==> src/rtl/cache_set_associative.sv <==
// cache_set_associative
// Read-only N-way set-associative instruction cache between a CICERO
// execution block and shared instruction memory. Hits answer in the same
// cycle. A miss issues one memory request, waits for the response for as
// long as it takes, then fills the victim way and answers with the returned
// word. Replacement uses the lowest invalid way if there is one, otherwise
// a per-set round-robin pointer. A flush invalidates every line.
//
// Ports:
//   clk, rst        clock and synchronous active-high reset
//   addr_in_valid   requester address valid
//   addr_in         requester address, held until addr_in_ready
//   addr_in_ready   request answered this cycle, data_out valid
//   data_out        read data (0 when not answering)
//   addr_out_valid  memory request valid (registered)
//   addr_out        memory request address (registered)
//   addr_out_ready  memory accepts the request
//   data_in_valid   memory response valid
//   data_in         memory response data
//   flush           invalidate all lines
//   hit_count       number of accepted hits
//   miss_count      number of misses issued
module cache_set_associative #(
  parameter int DWIDTH     = 16,
  parameter int ADDR_WIDTH = 16,
  parameter int SET_BITS   = 4,
  parameter int WAYS       = 2,
  parameter int CNT_WIDTH  = 32
) (
  input  logic                  clk,
  input  logic                  rst,
  input  logic                  addr_in_valid,
  input  logic [ADDR_WIDTH-1:0] addr_in,
  output logic                  addr_in_ready,
  output logic [DWIDTH-1:0]     data_out,
  output logic                  addr_out_valid,
  output logic [ADDR_WIDTH-1:0] addr_out,
  input  logic                  addr_out_ready,
  input  logic                  data_in_valid,
  input  logic [DWIDTH-1:0]     data_in,
  input  logic                  flush,
  output logic [CNT_WIDTH-1:0]  hit_count,
  output logic [CNT_WIDTH-1:0]  miss_count
);

  localparam int TAG_WIDTH = ADDR_WIDTH - SET_BITS;
  localparam int SETS      = 1 << SET_BITS;
  localparam int WAY_BITS  = (WAYS > 1) ? $clog2(WAYS) : 1;

  localparam logic [1:0] S_IDLE  = 2'd0;
  localparam logic [1:0] S_REQ   = 2'd1;
  localparam logic [1:0] S_WAIT  = 2'd2;
  localparam logic [1:0] S_FLUSH = 2'd3;

  logic [1:0]                                 state_q, state_d;
  logic [SETS-1:0][WAYS-1:0]                  valid_q, valid_d;
  logic [SETS-1:0][WAYS-1:0][TAG_WIDTH-1:0]   tag_q, tag_d;
  logic [SETS-1:0][WAYS-1:0][DWIDTH-1:0]      data_q, data_d;
  logic [SETS-1:0][WAY_BITS-1:0]              ptr_q, ptr_d;
  logic                                       flush_pending_q, flush_pending_d;
  logic [CNT_WIDTH-1:0]                       hit_count_q, hit_count_d;
  logic [CNT_WIDTH-1:0]                       miss_count_q, miss_count_d;
  logic [ADDR_WIDTH-1:0]                      addr_q, addr_d;

  logic [SET_BITS-1:0]  in_set, fill_set;
  logic [TAG_WIDTH-1:0] in_tag, fill_tag;
  logic                 hit, inv_found;
  logic [WAY_BITS-1:0]  hit_way, victim_way;

  assign in_set   = addr_in[SET_BITS-1:0];
  assign in_tag   = addr_in[ADDR_WIDTH-1:SET_BITS];
  assign fill_set = addr_q[SET_BITS-1:0];
  assign fill_tag = addr_q[ADDR_WIDTH-1:SET_BITS];

  assign addr_out_valid = (state_q == S_REQ);
  assign addr_out       = addr_q;
  assign hit_count      = hit_count_q;
  assign miss_count     = miss_count_q;

  // Tag lookup on the requester address; at most one way can match.
  always_comb begin
    hit     = 1'b0;
    hit_way = '0;
    for (int w = 0; w < WAYS; w++) begin
      if (valid_q[in_set][w] && (tag_q[in_set][w] == in_tag)) begin
        hit     = 1'b1;
        hit_way = WAY_BITS'(w);
      end
    end
  end

  // Victim for the pending fill: lowest invalid way first, round-robin
  // pointer only when the set is full.
  always_comb begin
    inv_found  = 1'b0;
    victim_way = ptr_q[fill_set];
    for (int w = 0; w < WAYS; w++) begin
      if (!inv_found && !valid_q[fill_set][w]) begin
        inv_found  = 1'b1;
        victim_way = WAY_BITS'(w);
      end
    end
  end

  // Main controller: lookup, miss request, fill, flush.
  always_comb begin
    state_d         = state_q;
    valid_d         = valid_q;
    tag_d           = tag_q;
    data_d          = data_q;
    ptr_d           = ptr_q;
    flush_pending_d = flush_pending_q;
    hit_count_d     = hit_count_q;
    miss_count_d    = miss_count_q;
    addr_d          = addr_q;
    addr_in_ready   = 1'b0;
    data_out        = '0;
    case (state_q)
      S_IDLE: begin
        if (flush) begin
          state_d = S_FLUSH;
        end else if (addr_in_valid) begin
          if (hit) begin
            addr_in_ready = 1'b1;
            data_out      = data_q[in_set][hit_way];
            hit_count_d   = hit_count_q + CNT_WIDTH'(1);
          end else begin
            addr_d       = addr_in;
            miss_count_d = miss_count_q + CNT_WIDTH'(1);
            state_d      = S_REQ;
          end
        end
      end
      S_REQ: begin
        if (flush) flush_pending_d = 1'b1;
        if (addr_out_ready) state_d = S_WAIT;
      end
      S_WAIT: begin
        if (flush) flush_pending_d = 1'b1;
        if (data_in_valid) begin
          valid_d[fill_set][victim_way] = 1'b1;
          tag_d[fill_set][victim_way]   = fill_tag;
          data_d[fill_set][victim_way]  = data_in;
          // The pointer advances only when it actually chose the victim.
          if (!inv_found) begin
            if (ptr_q[fill_set] == WAY_BITS'(WAYS - 1)) ptr_d[fill_set] = '0;
            else ptr_d[fill_set] = ptr_q[fill_set] + WAY_BITS'(1);
          end
          addr_in_ready = 1'b1;
          data_out      = data_in;
          state_d       = (flush_pending_q || flush) ? S_FLUSH : S_IDLE;
        end
      end
      S_FLUSH: begin
        valid_d         = '0;
        ptr_d           = '0;
        flush_pending_d = 1'b0;
        state_d         = S_IDLE;
      end
      default: state_d = S_IDLE;
    endcase
  end

  // Control state and bookkeeping, cleared by reset.
  always_ff @(posedge clk) begin
    if (rst) begin
      state_q         <= S_IDLE;
      valid_q         <= '0;
      ptr_q           <= '0;
      flush_pending_q <= 1'b0;
      hit_count_q     <= '0;
      miss_count_q    <= '0;
      addr_q          <= '0;
    end else begin
      state_q         <= state_d;
      valid_q         <= valid_d;
      ptr_q           <= ptr_d;
      flush_pending_q <= flush_pending_d;
      hit_count_q     <= hit_count_d;
      miss_count_q    <= miss_count_d;
      addr_q          <= addr_d;
    end
  end

  // Tag and data storage need no reset; valid bits gate their use.
  always_ff @(posedge clk) begin
    tag_q  <= tag_d;
    data_q <= data_d;
  end

endmodule

==> config.mk <==
export PLATFORM = sky130hd
export DESIGN_NAME = cache_set_associative
export DESIGN_NICKNAME = d
export VERILOG_FILES = /design/src/rtl/cache_set_associative.sv
export SDC_FILE = /design/constraint.sdc
export NUM_CORES = 1
export LEC_CHECK = 0
export ABC_AREA = 0
export BUFFER_PORTS_ARGS = -buffer_cell sky130_fd_sc_hd__buf_2
export CORE_ASPECT_RATIO = 0.7
export CORE_MARGIN = 4
export CORE_UTILIZATION = 30
export DETAILED_ROUTE_END_ITERATION = 6
export GPL_TIMING_DRIVEN = 0
export PLACE_DENSITY = 0.42
export SETUP_SLACK_MARGIN = 0.1
export SYNTH_ARGS = -nofsm -noshare
export SYNTH_HDL_FRONTEND = slang
export SYNTH_SLANG_ARGS = --single-unit
==> constraint.sdc <==
create_clock -name clk -period 7.4 [get_ports clk]
set_input_delay 0.74 -clock clk [delete_from_list [all_inputs] [get_ports clk]]
set_output_delay 0.74 -clock clk [all_outputs]
set_load 0.01 [all_outputs]
==> impl_metrics.csv <==
group,metric,value,unit
floorplan,dieArea,144000,µm²
finish,final_cell_count_no_fill,4446,
placement,place_congestion,0.805,
yosys,synth_cell_types,65,
yosys,synth_area,41300,µm²
timing,rsz0062_at_grt,"no",
yosys,postSynthCellCount,2252,
critical_path,crit_slowest_cell,"clkbuf_1",
cts,post_cts_resized,0,
job,cap_violations,0,
floorplan,start_util,0.303,
cts,cts_made_buffers,107,
cts,cts_setup_buffers,0,
power,p_per_area,260,nW/µm²
timing,finalSetupViolations,0,
floorplan,rows,113,
floorplan,core_area,136000,µm²
yosys,synth_seq_cells,1027,
timing,hold_violations,0,
routing,vias,23100,
critical_path,slowest_delay,1.04,ns
finish,layout_common_cells,"896 x edfxtp_1, 276 x mux4_2, 141 x buf_2",
finish,drive_above_1_share,0.269,
placement,place_area,45300,µm²
timing,fin_crit,6.80,ns
power,ir_worst_vdd,0.162,mV
timing,worst_slew_pin_slew,1.40,ns
cts,htreeDepth,3,
routing,drtIter0Drc,2525,
yosys,synth_warnings,0,
cts,cts_hold_buf,0,
yosys,avgSynthCellArea,18.3,µm²
timing,skew,0.0254,ns
timing,drv_slew,0,
critical_path,cp_top_family,"buffers and inverters",
routing,drt-pass1-iter-count,5,
yosys,synthArstFlopShare,0,
grt,grt_pass1_vias,23000,
critical_path,crit_chain,"buf_2, buf_2, buf_2, buf_4, buf_1, clkbuf_1, mux4_2, mux4_2, mux2i_1, o21ai_0, buf_2",
min_path,hold_class,"input pin to register",
routing,finalWirelength,130000,µm
critical_path,path_class,"input pin to output port",
placement,hpwlAfterDp,89900,µm
timing,maxSlewHeadroom,0.0683,
cts,clk-insertion-delay-late,0.71,ns
power,leakage,15.4,nW
grt,grt.total_usage,0.179,
grt,overflow,0,
critical_path,end_kind,"output port",
yosys,yosysSeqAreaShare,0.715,
finish,final_common_cell,"edfxtp_1",
routing,wl_per_cell,29.3,µm
grt,grt_start_max_net_pins,35,
cts,clkSlewWorstSetupHoldPaths,0.06,ns
placement,io_buffers,124,
cts,clockRootBuffer,"clkbuf_16",
routing,final_antenna_net_count,0,
cts,cts_tree,"done",
placement,placedCellCount,4253,
run_status,status,"finished, final reports clean",
cts,clockBufferDepth,3,
floorplan,die_y,318,µm
grt,grt_pass1_wl,181000,µm
floorplan,die_w,451,µm
yosys,synth_ff_type,"edfxtp_1",
critical_path,crit_buf_inv,7,
critical_path,path_max_fanout,10,
critical_path,arrival,6.06,ns
critical_path,worstSetupStartpointType,"input pin",
routing,drc,0,
critical_path,crit_required,6.66,ns
finish,fin_area,48600,µm²
routing,via_per_inst,5.21,
critical_path,crit_top_cell,"buf_2",
floorplan,ios,136,
finish,area_growth,17.8,%
timing,fin_crit_sh,0.919,
yosys,synth_edf_count,896,
timing,fmax,147,MHz
grt,grt_antenna_before_repair,16,
cts,clkSinkCount,1027,
yosys,syn_nets,2296,
finish,nets,2567,
==> synth_stat cells (3+ instances only) <==
library cell	count	area, µm²
edfxtp_1	896	26900
mux4_2	276	6220
nor2_1	140	526
nand2_1	132	495
dfxtp_1	131	2620
a21oi_1	100	500
mux2i_1	71	711
clkbuf_1	65	244
o21ai_0	50	250
buf_1	28	105
xnor2_1	27	236
nor2b_1	26	163
nand3_1	22	110
buf_2	17	85.1
nand4_1	17	106
nor3_1	17	85.1
inv_1	16	60.1
and3_1	13	81.3
xor2_1	13	114
buf_4	12	90.1
mux2_2	12	135
o31ai_1	12	90.1
or4_1	12	90.1
buf_6	11	124
nand2b_1	10	62.6
or3_1	9	56.3
nand3b_1	8	60.1
o41ai_1	8	70.1
and2_1	6	37.5
ha_1	6	75.1
mux2_1	6	67.6
nand4b_1	6	52.6
or2_2	6	37.5
a31o_2	5	43.8
nor4_1	5	31.3
a211oi_1	4	30.0
and4_1	4	35.0
nor3b_1	4	30.0
o21ai_1	4	20.0
o311ai_0	4	35.0
o311ai_1	4	35.0
a31oi_1	3	18.8
nor4b_2	3	45.0
==> flip-flops by register name (all words and copies together), names as in the netlist <==
signal           flops
ptr_q               16
hit_count           32
valid_q             32
state_q              2
flush_pending_q      1
data_q             512
miss_count          32
addr_out            16
tag_q              384
==> tightest hold or removal path: stages <==
cell	delay, ns
buf_2	0.13
nand3b_1	0.08
a21oi_1	0.06
==> path summary, 6_finish.rpt <==
kind,start,endpoint,slack (ns),cells after the start
worst min register to register,flush_pending_q,flush_pending_q,0.46,2
worst min-delay path,flush,flush_pending_q,0.36,3
worst max register to register,addr_out[0],data_q[344],1.77,10
worst max-delay path,addr_in[2],data_out[10],0.60,11
==> layout make-up <==
type / instances / area [µm²]
Fill cell: 12700 / 87500
Sequential cell: 1027 / 29500
Multi-Input combinational cell: 1074 / 11300
Clock buffer: 137 / 2820
Tap cell: 1840 / 2300
Timing Repair Buffer: 162 / 1460
Buffer: 133 / 651
Clock inverter: 50 / 485
Inverter: 18 / 67.6
Antenna cell: 5 / 12.5
==> power by group <==
group / leakage [nW] / switching, mW / internal, mW
Sequential: 9.21 / 0.101 / 6.39
Clock: 1.61 / 2.26 / 2.96
Combinational: 4.56 / 0.601 / 0.314
==> per-stage QoR <==
step	utilization	setup TNS [ns]	setup WS, ns	hold WS [ns]	power, mW
3_3_place_gp	0.325	-4.07	-0.141	0.459	7.49
6_report	0.357	0	0.603	0.358	12.6
2_1_floorplan	-	0	2.84	0.429	7.08
3_5_place_dp	0.333	0	0.305	0.452	7.54
4_1_cts	0.357	0	0.304	0.300	12.8
5_1_grt	0.357	0	0.435	0.321	13.1
==> metal layers <==
layer / routed length, µm / up-vias / global-route usage
li1: - / 9639 / -
met1: 62100 / 12500 / 0.273
met2: 56000 / 828 / 0.255
met3: 9480 / 163 / 0.0447
met4: 2850 / 0 / 0.0415
met5: 0 / - / 0
==> kinds of logic (layout without fill, tap and decap cells) <==
kind of cell / after synthesis / in the layout / share of synthesized area
AOI/OAI and AO/OA: 210 / 210 / 0.0299
xor gates and xnor gates: 40 / 40 / 0.00849
adders and majority gates: 6 / 6 / 0.00182
buffers and inverters: 151 / 500 / 0.0173
DFF: 1027 / 1027 / 0.715
muxes: 366 / 366 / 0.173
other: 0 / 5 / 0
and+or+nand+nor: 452 / 452 / 0.0542
No activity file was read; power rests on OpenSTA's default activity.
